==> src/rtl/dffram_march_bist.sv <==
// March C- built-in self-test initiator for a single-port DFFRAM macro.
// Drives the RAM port, checks every read against the expected background,
// and reports pass/fail, first failing address/element/syndrome and an error count.
module dffram_march_bist #(
    parameter int unsigned   AW           = 8,
    parameter int unsigned   DW           = 32,
    parameter int unsigned   WSIZE        = 4,
    parameter logic [DW-1:0] PATTERN      = 32'h0000_0000,
    parameter bit            STOP_ON_FAIL = 1'b1
) (
    input  logic             CLK,
    input  logic             RESETn,
    input  logic             start,
    output logic             busy,
    output logic             done,
    output logic             pass,
    output logic [AW-1:0]    fail_addr,
    output logic [2:0]       fail_elem,
    output logic [DW-1:0]    fail_data,
    output logic [7:0]       err_count,
    output logic [WSIZE-1:0] WE0,
    output logic             EN0,
    output logic [AW-1:0]    A0,
    output logic [DW-1:0]    Di0,
    input  logic [DW-1:0]    Do0
);

    localparam logic [AW-1:0] AddrLast = {AW{1'b1}};
    localparam logic [AW-1:0] AddrOne  = {{(AW-1){1'b0}}, 1'b1};

    typedef enum logic [3:0] {
        StIdle,
        StM0,
        StM1,
        StM2,
        StM3,
        StM4,
        StM5,
        StCheck,
        StDone
    } state_e;

    // Sequencer state: element, address within element, read/write phase of a pair
    state_e        state_q, state_d;
    logic [AW-1:0] addr_q, addr_d;
    logic          phase_q, phase_d;

    // Registered RAM port: always describes the operation of the current cycle
    logic          en_q, en_d;
    logic          we_q, we_d;
    logic [AW-1:0] a_q, a_d;
    logic [DW-1:0] di_q, di_d;

    // Pending compare: the read issued last cycle, checked against Do0 this cycle
    logic          chk_vld_q, chk_vld_d;
    logic [DW-1:0] chk_exp_q, chk_exp_d;
    logic [AW-1:0] chk_addr_q, chk_addr_d;
    logic [2:0]    chk_elem_q, chk_elem_d;

    // Result registers
    logic [7:0]    err_q, err_d;
    logic [AW-1:0] fail_addr_q, fail_addr_d;
    logic [2:0]    fail_elem_q, fail_elem_d;
    logic [DW-1:0] fail_data_q, fail_data_d;
    logic          pass_q, pass_d;

    logic          active;
    logic          mismatch;
    logic          stop_kill;

    function automatic logic [2:0] elem_of(input state_e s);
        case (s)
            StM1:    elem_of = 3'd1;
            StM2:    elem_of = 3'd2;
            StM3:    elem_of = 3'd3;
            StM4:    elem_of = 3'd4;
            StM5:    elem_of = 3'd5;
            default: elem_of = 3'd0;
        endcase
    endfunction

    // Background value: 0 -> PATTERN, 1 -> ~PATTERN
    function automatic logic [DW-1:0] bg(input logic one);
        bg = one ? ~PATTERN : PATTERN;
    endfunction

    // Value an element expects to read back (r1 in M2/M4, r0 elsewhere)
    function automatic logic rd_one(input state_e s);
        rd_one = (s == StM2) || (s == StM4);
    endfunction

    // Value an element writes (w1 in M1/M3, w0 elsewhere)
    function automatic logic wr_one(input state_e s);
        wr_one = (s == StM1) || (s == StM3);
    endfunction

    // Compare the returned word and decide whether the run must stop now
    always_comb begin
        active    = state_q inside {StM0, StM1, StM2, StM3, StM4, StM5, StCheck};
        mismatch  = active && chk_vld_q && (Do0 != chk_exp_q);
        stop_kill = STOP_ON_FAIL && mismatch;
    end

    // Next sequencer position
    always_comb begin
        state_d = state_q;
        addr_d  = addr_q;
        phase_d = phase_q;
        case (state_q)
            StIdle, StDone: begin
                if (start) begin
                    state_d = StM0;
                    addr_d  = '0;
                    phase_d = 1'b0;
                end
            end
            StM0: begin
                if (addr_q == AddrLast) begin
                    state_d = StM1;
                    addr_d  = '0;
                end else begin
                    addr_d = addr_q + AddrOne;
                end
            end
            StM1, StM2: begin
                phase_d = ~phase_q;
                if (phase_q) begin
                    if (addr_q == AddrLast) begin
                        state_d = (state_q == StM1) ? StM2 : StM3;
                        addr_d  = (state_q == StM1) ? '0 : AddrLast;
                    end else begin
                        addr_d = addr_q + AddrOne;
                    end
                end
            end
            StM3, StM4: begin
                phase_d = ~phase_q;
                if (phase_q) begin
                    if (addr_q == '0) begin
                        state_d = (state_q == StM3) ? StM4 : StM5;
                        addr_d  = (state_q == StM3) ? AddrLast : '0;
                    end else begin
                        addr_d = addr_q - AddrOne;
                    end
                end
            end
            StM5: begin
                if (addr_q == AddrLast) begin
                    state_d = StCheck;
                end else begin
                    addr_d = addr_q + AddrOne;
                end
            end
            StCheck: state_d = StDone;
            default: state_d = StIdle;
        endcase
        if (stop_kill) begin
            state_d = StDone;
        end
    end

    // RAM port values for the next cycle, derived from the next sequencer position
    always_comb begin
        en_d = 1'b0;
        we_d = 1'b0;
        a_d  = '0;
        di_d = '0;
        case (state_d)
            StM0: begin
                en_d = 1'b1;
                we_d = 1'b1;
                a_d  = addr_d;
                di_d = bg(1'b0);
            end
            StM1, StM2, StM3, StM4: begin
                en_d = 1'b1;
                a_d  = addr_d;
                if (phase_d) begin
                    we_d = 1'b1;
                    di_d = bg(wr_one(state_d));
                end
            end
            StM5: begin
                en_d = 1'b1;
                a_d  = addr_d;
            end
            default: ;
        endcase
    end

    // Capture the read issued this cycle so its data can be checked next cycle
    always_comb begin
        chk_vld_d  = en_q && !we_q && !stop_kill;
        chk_exp_d  = bg(rd_one(state_q));
        chk_addr_d = a_q;
        chk_elem_d = elem_of(state_q);
    end

    // Result bookkeeping: clear on accepted start, count and latch first mismatch
    always_comb begin
        err_d       = err_q;
        fail_addr_d = fail_addr_q;
        fail_elem_d = fail_elem_q;
        fail_data_d = fail_data_q;
        pass_d      = pass_q;
        if ((state_q == StIdle || state_q == StDone) && start) begin
            err_d       = '0;
            fail_addr_d = '0;
            fail_elem_d = '0;
            fail_data_d = '0;
            pass_d      = 1'b0;
        end else if (mismatch) begin
            if (err_q != 8'hFF) begin
                err_d = err_q + 8'd1;
            end
            // err_q saturates rather than wraps, so zero means no earlier mismatch
            if (err_q == 8'd0) begin
                fail_addr_d = chk_addr_q;
                fail_elem_d = chk_elem_q;
                fail_data_d = Do0 ^ chk_exp_q;
            end
        end
        if (state_d == StDone && state_q != StDone) begin
            pass_d = (err_d == 8'd0);
        end
    end

    // State and port registers
    always_ff @(posedge CLK or negedge RESETn) begin
        if (!RESETn) begin
            state_q     <= StIdle;
            addr_q      <= '0;
            phase_q     <= 1'b0;
            en_q        <= 1'b0;
            we_q        <= 1'b0;
            a_q         <= '0;
            di_q        <= '0;
            chk_vld_q   <= 1'b0;
            chk_exp_q   <= '0;
            chk_addr_q  <= '0;
            chk_elem_q  <= '0;
            err_q       <= '0;
            fail_addr_q <= '0;
            fail_elem_q <= '0;
            fail_data_q <= '0;
            pass_q      <= 1'b0;
        end else begin
            state_q     <= state_d;
            addr_q      <= addr_d;
            phase_q     <= phase_d;
            en_q        <= en_d;
            we_q        <= we_d;
            a_q         <= a_d;
            di_q        <= di_d;
            chk_vld_q   <= chk_vld_d;
            chk_exp_q   <= chk_exp_d;
            chk_addr_q  <= chk_addr_d;
            chk_elem_q  <= chk_elem_d;
            err_q       <= err_d;
            fail_addr_q <= fail_addr_d;
            fail_elem_q <= fail_elem_d;
            fail_data_q <= fail_data_d;
            pass_q      <= pass_d;
        end
    end

    // Outputs; a stopping mismatch squashes the write already on the port this cycle
    always_comb begin
        busy      = active;
        done      = (state_q == StDone);
        pass      = pass_q;
        fail_addr = fail_addr_q;
        fail_elem = fail_elem_q;
        fail_data = fail_data_q;
        err_count = err_q;
        EN0       = en_q && !stop_kill;
        WE0       = (we_q && !stop_kill) ? {WSIZE{1'b1}} : {WSIZE{1'b0}};
        A0        = a_q;
        Di0       = di_q;
    end

endmodule

==> config.mk <==
export PLATFORM = sky130hd
export DESIGN_NAME = dffram_march_bist
export DESIGN_NICKNAME = d
export VERILOG_FILES = /design/src/rtl/dffram_march_bist.sv
export SDC_FILE = /design/constraint.sdc
export NUM_CORES = 1
export LEC_CHECK = 0
export BUFFER_PORTS_ARGS = -buffer_cell sky130_fd_sc_hd__buf_2
export CAP_MARGIN = 20
export CELL_PAD_IN_SITES_DETAIL_PLACEMENT = 0
export CELL_PAD_IN_SITES_GLOBAL_PLACEMENT = 1
export CORE_MARGIN = 3
export CORE_UTILIZATION = 43
export DETAILED_ROUTE_END_ITERATION = 12
export HOLD_SLACK_MARGIN = 0.15
export PLACE_DENSITY = 0.84
export SYNTH_ARGS = -nofsm -noshare
export SYNTH_HDL_FRONTEND = slang
export SYNTH_SLANG_ARGS = --single-unit
==> constraint.sdc <==
create_clock -name CLK -period 6.6 [get_ports CLK]
set_clock_uncertainty 0.15 [all_clocks]
set_input_delay 0.33 -clock CLK [delete_from_list [all_inputs] [get_ports CLK]]
set_output_delay 0.33 -clock CLK [all_outputs]
set_load 0.1 [all_outputs]
==> results of run 1 <==
==> final cells by class <==
class                   instances  area share
multi-input cells             399       0.403
flip-flops and latches         89       0.374
repair buffers                142       0.127
clock buffers                  10      0.0402
well taps                     143      0.0301
clock inverters                 6      0.0153
inverters                      16      0.0101
==> synthesized netlist by cell type (2+ instances only) <==
cell type / count / area share
nor2_1: 33 / 0.024
nor3_1: 8 / 0.0078
or2_2: 2 / 0.0024
buf_1: 2 / 0.0015
or3_1: 2 / 0.0024
a41oi_1: 3 / 0.0051
nand4_1: 12 / 0.015
and3_1: 8 / 0.0098
inv_1: 14 / 0.010
o21ai_0: 54 / 0.053
xnor2_1: 37 / 0.063
o21a_1: 3 / 0.0044
nor4_1: 7 / 0.0086
dfrtp_1: 89 / 0.44
buf_4: 35 / 0.051
nand2_1: 50 / 0.037
a221oi_1: 2 / 0.0034
a211oi_1: 4 / 0.0059
ha_1: 5 / 0.012
xor2_1: 2 / 0.0034
nand3_1: 51 / 0.050
a21o_1: 3 / 0.0044
o31ai_1: 5 / 0.0073
clkbuf_1: 23 / 0.017
a211o_1: 3 / 0.0051
a221o_1: 3 / 0.0059
mux2i_1: 9 / 0.018
o311ai_0: 3 / 0.0051
buf_2: 11 / 0.011
or4_1: 9 / 0.013
and2_1: 13 / 0.016
o22ai_1: 6 / 0.0073
and4_4: 2 / 0.0044
or3b_2: 3 / 0.0051
a31oi_1: 4 / 0.0049
nand2b_1: 7 / 0.0086
a21oi_1: 30 / 0.029
o2111ai_1: 2 / 0.0034
==> through the flow <==
| stage | hold WS [ps] | power (mW) | area, µm² | cells | util |
|---|---|---|---|---|---|
| floorplan | -116 | 2.33 | 5110 | 576 | - |
| global placement | 53.3 | 2.62 | 5570 | 784 | 0.483 |
| detailed placement | 64.7 | 2.64 | 5570 | 784 | 0.483 |
| CTS | 165 | 3.21 | 5930 | 803 | 0.515 |
| global route | 186 | 3.35 | 5950 | 805 | 0.517 |
| finish | 178 | 3.20 | 5950 | 805 | 0.517 |
==> power by group through the flow <==
stage	Combinational (mW)	Clock (mW)	Sequential [mW]
floorplan	0.677	0	1.65
global placement	1.79	0	0.837
detailed placement	1.80	0	0.845
CTS	1.80	0.569	0.836
global route	1.90	0.594	0.857
finish	1.81	0.557	0.836
==> layer usage <==
layer  global-route usage  vias up  share of wire
met5                    0        -              0
met4               0.0556        0          0.010
met3               0.0279       10          0.066
met2                0.329      185           0.48
met1                0.278     2164           0.45
li1                     -     2179              -
==> flip-flops by register name, indices dropped and copies added (netlist names) <==
register	flops
A0	8
Di0	1
addr_q	8
chk_addr_q	8
chk_elem_q	3
chk_exp_q	1
chk_vld_q	1
en_q	1
err_count	8
fail_addr	8
fail_data	32
fail_elem	3
pass	1
phase_q	1
state_q	4
we_q	1
==> logic make-up (layout without fill, tap and decap cells) <==
| family | after synthesis | count (layout) | synth area share |
|---|---|---|---|
| adder cells (fa/ha/maj) | 5 | 5 | 0.0122 |
| AO/OA/AOI/OAI | 133 | 133 | 0.157 |
| flip-flops | 89 | 89 | 0.436 |
| AND/OR/NAND/NOR | 212 | 212 | 0.213 |
| XOR/XNOR | 39 | 39 | 0.0669 |
| multiplexers | 10 | 10 | 0.0198 |
| buffers and inverters | 88 | 174 | 0.0945 |
==> tightest hold or removal path, cell delays in order <==
cell     delay (ps)
buf_2           110
xnor2_1         110
o21ai_0          70
==> layout by cell type, fill, tap and decap left out, drive strengths merged, types with 4 or more instances in the layout <==
cell    Yosys  final
a211oi      4      4
a21oi      31     31
a31oi       4      4
and2       13     13
and3        8      8
buf        49    138
clkbuf     23     11
clkinv      1      5
dfrtp      89     89
ha          5      5
inv        15     15
mux2i       9      9
nand2      50     50
nand2b      7      7
nand3      51     51
nand4      12     12
nor2       33     33
nor3        8      8
nor4        7      7
o21ai      55     55
o22ai       6      6
o31ai       5      5
or4         9      9
xnor2      37     37
==> path summary, 6_finish.rpt <==
path                       depth (start not counted)  slack [ps]                        end               startpoint
max in group asynchronous                          3        4820    chk_exp_q[30]$_DFF_PN0_                   RESETn
max reg2reg                                       10        3300            A0[7]$_DFF_PN0_      addr_q[0]$_DFF_PN0_
min reg2reg                                        0         220    chk_addr_q[3]$_DFF_PN0_          A0[3]$_DFF_PN0_
min                                                3         180  fail_data[15]$_DFFE_PN0P_                  Do0[15]
min in group asynchronous                          2         250  fail_data[22]$_DFFE_PN0P_                   RESETn
max                                                7        3040                     WE0[3]  chk_exp_q[30]$_DFF_PN0_
==> impl_metrics.tcl, run 1 <==
set metrics [dict create \
    min_period_over_period 0.539 \
    die_y_um 115 \
    max_stage_delay_ps 580 \
    hold_viol_final 0 \
    yosysWarnings 0 \
    place_worst_setup_slack_ps 3020 \
    critPathArrivalTime_ps 3080 \
    via_per_inst 5.64 \
    async_flop_share 1.00 \
    synth_flop_cell "dfrtp_1" \
    synth_seq_cells 89 \
    power_frac_clock 0.174 \
    timing_worst_setup_path_type "register to output pin" \
    register_area_mm2 0.00223 \
    drt-total-wl_um 13200 \
    p_switching_mw 1.85 \
    cap_violations 0 \
    fmax_mhz 281 \
    synth-edff-count 0 \
    p_sw_frac 0.577 \
    wl_per_cell_um 16.5 \
    hp-class "primary input to register" \
    tns_ps 0 \
    initial_utilization 0.444 \
    cts_setup_buffers 0 \
    drt_iter0_markers 494 \
    worst-path-buf-inv 2 \
    cp_cell_sequence "buf_4 -> or4_1 -> mux2i_1 -> and4_4 -> a21o_1 -> and2_1 -> buf_2" \
    cp_data_required_time_ps 6120 \
    synthesis.nets 616 \
    grt_overflow_total 0 \
    insertion_delay_ps 340 \
    grt_pass1_wl_um 21300 \
    ys_types 55 \
    hpwl_um 9600 \
    clk_path_buf_depth 2 \
    ant_nets 0 \
    p_leak_nw 2.96 \
    final-setup-viol-count 0 \
    seqPwrFrac 0.261 \
    end_kind "output pin" \
    syn_inst 576 \
    worst_pin_slew_ps 915 \
    clk_pin_slew_ps 60 \
    grt_usage 0.200 \
    avgSynthCellArea_um2 8.87 \
    place.gp.congestion 0.894 \
    final_nets 697 \
    pin_count 134 \
    via_count 4538 \
    crit_slowest_cell "or4_1" \
    area_growth_pct 16.5 \
    root_buffer "clkbuf_16" \
    cellPowerDensity_mw_per_mm2 538 \
    num_rows 39 \
    cts_buffers 9 \
    ir_worst_vdd_uv 389 \
    p_int_mw 1.36 \
    clock-sinks 89 \
    slew_violations 0 \
    ys_seq_area_frac 0.436 \
    combPwrFrac 0.565 \
    cts_resized 0 \
    cts-htree-levels 3 \
    multiInputGateArea_mm2 0.00240 \
    layout_setup_ws_ps 3040 \
    grt_max_degree 76 \
    synthesis.area_mm2 0.00511 \
    layout_min_cycle_time_ps 3560 \
    dieArea_mm2 0.0132 \
    coreArea_mm2 0.0115 \
    cts_tree "yes" \
    die-width_um 115 \
    cp-start-kind "register" \
    ctsHoldBuffers 3 \
    drive_gt1_frac 0.254 \
    fill_cells 1052 \
    first_pass_iters 5 \
    insertedDiodeCount 0 \
    maxSlewHeadroom 0.390 \
    drc_errors 0 \
    path_max_fanout 48 \
    io_buffers 133 \
    outcome "complete, no violations" \
    first_global_vias 4100 \
    rsz0062_at_grt "no" \
    antenna_found_initial 0 \
    cpLargestDelayFamily "simple AND/OR/NAND/NOR gates" \
]
(Power assumes the default switching activity.)
==> run 2, diff against run 1 <==
--- a/config.mk
+++ b/config.mk
@@ -10,10 +10,10 @@
 export CELL_PAD_IN_SITES_DETAIL_PLACEMENT = 0
 export CELL_PAD_IN_SITES_GLOBAL_PLACEMENT = 1
 export CORE_MARGIN = 3
-export CORE_UTILIZATION = 43
+export CORE_UTILIZATION = 40
 export DETAILED_ROUTE_END_ITERATION = 12
 export HOLD_SLACK_MARGIN = 0.15
-export PLACE_DENSITY = 0.84
+export PLACE_DENSITY = 0.78
 export SYNTH_ARGS = -nofsm -noshare
 export SYNTH_HDL_FRONTEND = slang
 export SYNTH_SLANG_ARGS = --single-unit
==> constraint.sdc (replaced) <==
create_clock -name CLK -period 3.5 [get_ports CLK]
set_clock_uncertainty 0.15 [all_clocks]
set_input_delay 0.175 -clock CLK [delete_from_list [all_inputs] [get_ports CLK]]
set_output_delay 0.175 -clock CLK [all_outputs]
set_load 0.1 [all_outputs]
==> run 2 against run 1 <==
Against the previous run: sequential power grew 85%; clock power rose by 81%; final cell count up 8.0%; largest cell class unchanged; largest power group unchanged; highest routed layer unchanged.
==> impl_metrics.tcl, run 2 (synthesis results as in run 1) <==
set metrics [dict create \
    ir_worst_vdd_uv 643 \
    drc_errors 0 \
    drive_gt1_frac 0.251 \
    wl_per_cell_um 16.3 \
    cts_resized 0 \
    maxSlewHeadroom 0.577 \
    dp_cells 820 \
    outcome "complete, no violations" \
    drt-total-wl_um 14200 \
    die-width_um 119 \
    insertedDiodeCount 0 \
    area_growth_pct 24.0 \
    p_leak_nw 3.12 \
    critPathArrivalTime_ps 3000 \
    place_worst_setup_slack_ps 315 \
    stdcell_count 869 \
    worst_pin_slew_ps 634 \
    hpwl_um 10200 \
    via_per_inst 5.45 \
    hp-class "primary input to asynchronous set/reset pin" \
    first_pass_iters 5 \
    coreArea_mm2 0.0123 \
    layout_commonest_cell "buf_2" \
    clk_path_buf_depth 2 \
    antenna_found_initial 0 \
    layout_min_cycle_time_ps 3330 \
    dieArea_mm2 0.0142 \
    first_global_vias 4389 \
    cellPowerDensity_mw_per_mm2 957 \
    layout_setup_ws_ps 172 \
    slew_violations 0 \
    cp-start-kind "register" \
    cts_setup_buffers 0 \
    final-setup-viol-count 0 \
    initial_utilization 0.417 \
    die_y_um 119 \
    cap_violations 0 \
    ant_nets 0 \
    clock-sinks 89 \
    grt_pass1_wl_um 23000 \
    timing_worst_setup_path_type "register to output pin" \
    grt_overflow_total 0 \
    final_nets 737 \
    crit_slowest_cell "dfrtp_2" \
    grt_max_degree 76 \
    max_stage_delay_ps 600 \
    num_rows 40 \
    min_period_over_period 0.951 \
    insertion_delay_ps 330 \
    drt_iter0_markers 515 \
    final_cell_mix "buf_2, dfrtp_1, o21ai_0" \
    post-route-util 0.516 \
    place.gp.congestion 0.890 \
    tns_ps 0 \
    clk_pin_slew_ps 60 \
    grt_usage 0.198 \
    cts_buffers 9 \
    cts_tree "yes" \
    largest_reg_flops 32 \
    io_buffers 133 \
    rsz0062_at_grt "no" \
    cp_data_required_time_ps 3170 \
    cp_cell_sequence "or4_1 -> mux2i_1 -> and4_4 -> a21o_1 -> and2_1 -> buf_2" \
    root_buffer "clkbuf_16" \
    fmax_mhz 301 \
    end_kind "output pin" \
    via_count 4738 \
    hold_viol_final 0 \
    p_total_mw 6.06 \
    path_max_fanout 27 \
    ctsHoldBuffers 34 \
    cts-htree-levels 3 \
    pin_count 134 \
]
run 2: per-layer routing:
metal,GRT usage,up-vias,part of all wire,wire length (µm)
met3,0.0399,26,0.069,978
li1,-,2250,-,-
met5,0,-,0,0
met1,0.267,2254,0.44,6190
met4,0.0492,0,0.018,252
met2,0.326,208,0.48,6770
run 2: final cells by class:
| cell class | count | area (µm²) |
|---|---|---|
| fill | 1147 | 5930 |
| multi-input combinational | 399 | 2400 |
| sequential | 89 | 2230 |
| timing repair buffer | 182 | 1120 |
| clock buffer | 10 | 229 |
| tap | 168 | 210 |
| clock inverter | 5 | 81.3 |
| inverter | 16 | 60.1 |
run 2: path summary, 6_finish.rpt:
kind	start	endpoint	slack, ps	cells past startpoint
min	RESETn	fail_data[20]$_DFFE_PN0P_	180	2
max in group asynchronous	RESETn	A0[0]$_DFF_PN0_	2230	3
min reg2reg	A0[4]$_DFF_PN0_	chk_addr_q[4]$_DFF_PN0_	220	0
min in group CLK	A0[4]$_DFF_PN0_	chk_addr_q[4]$_DFF_PN0_	220	0
max reg2reg	chk_exp_q[30]$_DFF_PN0_	fail_data[15]$_DFFE_PN0P_	230	8
max	chk_exp_q[30]$_DFF_PN0_	WE0[3]	170	6
run 2: metrics by stage:
step | hold WS (ps) | cell area [µm²]
2_1_floorplan | -271 | 5110
3_5_place_dp | 9.11 | 5680
6_report | 180 | 6330
3_3_place_gp | 4.12 | 5680
4_1_cts | 198 | 6330
5_1_grt | 229 | 6330
run 2: power by group:
group          internal (mW)  leakage (nW)  switching, mW
Combinational          0.636          1.76           2.86
Clock                  0.622         0.149          0.388
Sequential              1.32          1.21          0.235
run 2: worst max-delay path, delay by kind of cell, from the launching register on:
family	cells	cell delay, ps
compound gates	1	350
buf+inv	1	440
flops	1	600
mux	1	150
simple gates	3	1110
==> run 3, diff against run 2 <==
--- a/config.mk
+++ b/config.mk
@@ -5,7 +5,7 @@
 export SDC_FILE = /design/constraint.sdc
 export NUM_CORES = 1
 export LEC_CHECK = 0
-export BUFFER_PORTS_ARGS = -buffer_cell sky130_fd_sc_hd__buf_2
+export BUFFER_PORTS_ARGS = -buffer_cell sky130_fd_sc_hd__buf_4
 export CAP_MARGIN = 20
 export CELL_PAD_IN_SITES_DETAIL_PLACEMENT = 0
 export CELL_PAD_IN_SITES_GLOBAL_PLACEMENT = 1
@@ -13,7 +13,8 @@
 export CORE_UTILIZATION = 40
 export DETAILED_ROUTE_END_ITERATION = 12
 export HOLD_SLACK_MARGIN = 0.15
-export PLACE_DENSITY = 0.78
+export PLACE_DENSITY_LB_ADDON = 0.08
+export SLEW_MARGIN = 20
 export SYNTH_ARGS = -nofsm -noshare
 export SYNTH_HDL_FRONTEND = slang
 export SYNTH_SLANG_ARGS = --single-unit
==> run 3 against run 2 <==
Against the previous run: maximum frequency decreased by 0.49%; wire length increased by 1.4%; utilization rose by 3.0 points; sequential share of layout area shrank 1.9 points; worst hold slack gained 47 ps; setup slack lost 16 ps; highest routed layer unchanged; via count fell by 2.3%; sequential power hardly changed; count of clock-buffer cells in the layout is the same.
==> impl_metrics.tcl, run 3 (synthesis results as in run 1) <==
set metrics [dict create \
    outcome "complete, no violations" \
    cts-htree-levels 3 \
    maxSlewHeadroom 0.424 \
    via_count 4630 \
    first_pass_iters 5 \
    layout_min_cycle_time_ps 3340 \
    worst_pin_slew_ps 863 \
    cp-start-kind "register" \
    final-setup-viol-count 0 \
    clock-sinks 89 \
    place_worst_setup_slack_ps 192 \
    via_per_inst 5.30 \
    clk_path_buf_depth 2 \
    io_buffers 133 \
    final_nets 741 \
    area_growth_pct 31.2 \
    grt_usage 0.204 \
    ant_nets 0 \
    hp-class "register to register" \
    drive_gt1_frac 0.256 \
    hpwl_um 10500 \
    drt-total-wl_um 14400 \
    layout_commonest_cell "buf_4" \
    ir_worst_vdd_uv 677 \
    dp_cells 824 \
    fmax_mhz 299 \
    grt_overflow_total 0 \
    grt_max_degree 76 \
    final_cell_mix "buf_4, dfrtp_1, o21ai_0" \
    cts_buffers 9 \
    initial_utilization 0.417 \
    die_y_um 119 \
    end_kind "output pin" \
    num_rows 40 \
    largest_reg_flops 32 \
    path_max_fanout 34 \
    min_period_over_period 0.955 \
    cap_violations 0 \
    critPathArrivalTime_ps 3020 \
    slew_violations 0 \
    dieArea_mm2 0.0142 \
    p_leak_nw 3.17 \
    insertion_delay_ps 340 \
    antenna_found_initial 0 \
    tns_ps 0 \
    drt_iter0_markers 294 \
    max_stage_delay_ps 650 \
    cellPowerDensity_mw_per_mm2 935 \
    place.gp.congestion 0.887 \
    root_buffer "clkbuf_16" \
    drc_errors 0 \
    timing_worst_setup_path_type "register to output pin" \
    insertedDiodeCount 0 \
    whs_ps 228 \
    clk_pin_slew_ps 60 \
    coreArea_mm2 0.0123 \
    holdPathStages 0 \
    ff2ff_path_depth 8 \
    p_total_mw 6.26 \
    first_global_vias 4349 \
    layout_setup_ws_ps 156 \
    pin_count 134 \
    crit_slowest_cell "dfrtp_4" \
    rsz0062_at_grt "no" \
    cts_tree "yes" \
    grt_pass1_wl_um 23500 \
    cp_cell_sequence "or4_1 -> mux2i_1 -> and4_4 -> a21o_1 -> and2_1 -> buf_4" \
    die-width_um 119 \
    cp_data_required_time_ps 3170 \
    cts_setup_buffers 0 \
    hold_viol_final 0 \
    wl_per_cell_um 16.5 \
    stdcell_count 874 \
]
## run 3: cell types whose count changed in the layout (fill, tap and decap cells not counted), sizes merged
| cell | before | now |
|---|---|---|
| buf | 148 | 152 |
| clkinv | 3 | 4 |
## run 3: what timing repair did
action                                  4_1_cts  5_1_grt
hold buffers                                 34        0
gates resized for setup                       0        2
endpoints found under the hold margin        83        0
endpoints found under the setup margin        0       31
## run 3: critical path: cells and delay by family (launching register included)
family	cells	cell delay [ps]
and+or+nand+nor	3	1140
DFF	1	650
buffers and inverters	1	320
AOI/OAI and AO/OA	1	310
muxes	1	240
## run 3: path summary, 6_finish.rpt
path,startpoint,to,slack [ps]
max,chk_exp_q[30]$_DFF_PN0_,WE0[1],160
min,A0[4]$_DFF_PN0_,chk_addr_q[4]$_DFF_PN0_,230
max reg2reg,chk_exp_q[30]$_DFF_PN0_,A0[6]$_DFF_PN0_,250
min reg2reg,A0[4]$_DFF_PN0_,chk_addr_q[4]$_DFF_PN0_,230
max in group asynchronous,RESETn,fail_data[31]$_DFFE_PN0P_,2170
min in group asynchronous,RESETn,fail_data[20]$_DFFE_PN0P_,270
## run 3: power by group
| part | internal, mW | leakage, nW | total, mW | switching, mW |
|---|---|---|---|---|
| clock network | 0.622 | 0.152 | 1.02 | 0.396 |
| registers | 1.32 | 1.21 | 1.56 | 0.243 |
| logic | 0.819 | 1.81 | 3.69 | 2.87 |
| total | 2.76 | 3.17 | 6.26 | 3.51 |
## run 3: metrics by stage
step,utilization,instance area (µm²)
after global placement,0.493,6040
after global routing,0.546,6700
after detailed placement,0.493,6040
final,0.546,6700
after CTS,0.546,6690
after floorplan,-,5110
## run 3: final cells by class
type	count	area, µm²
clock buffer	10	229
clock inverter	6	82.6
fill	1104	5560
inverter	16	60.1
multi-input combinational	399	2400
sequential	89	2230
tap	168	210
timing repair buffer	186	1490
## run 3: layer usage
metal  vias up  track usage  part of all wire
met5         -            0                 0
li1       2256            -                 -
met3        17       0.0361             0.052
met2       148        0.317              0.46
met4         0       0.0623             0.014
met1      2209        0.290              0.47
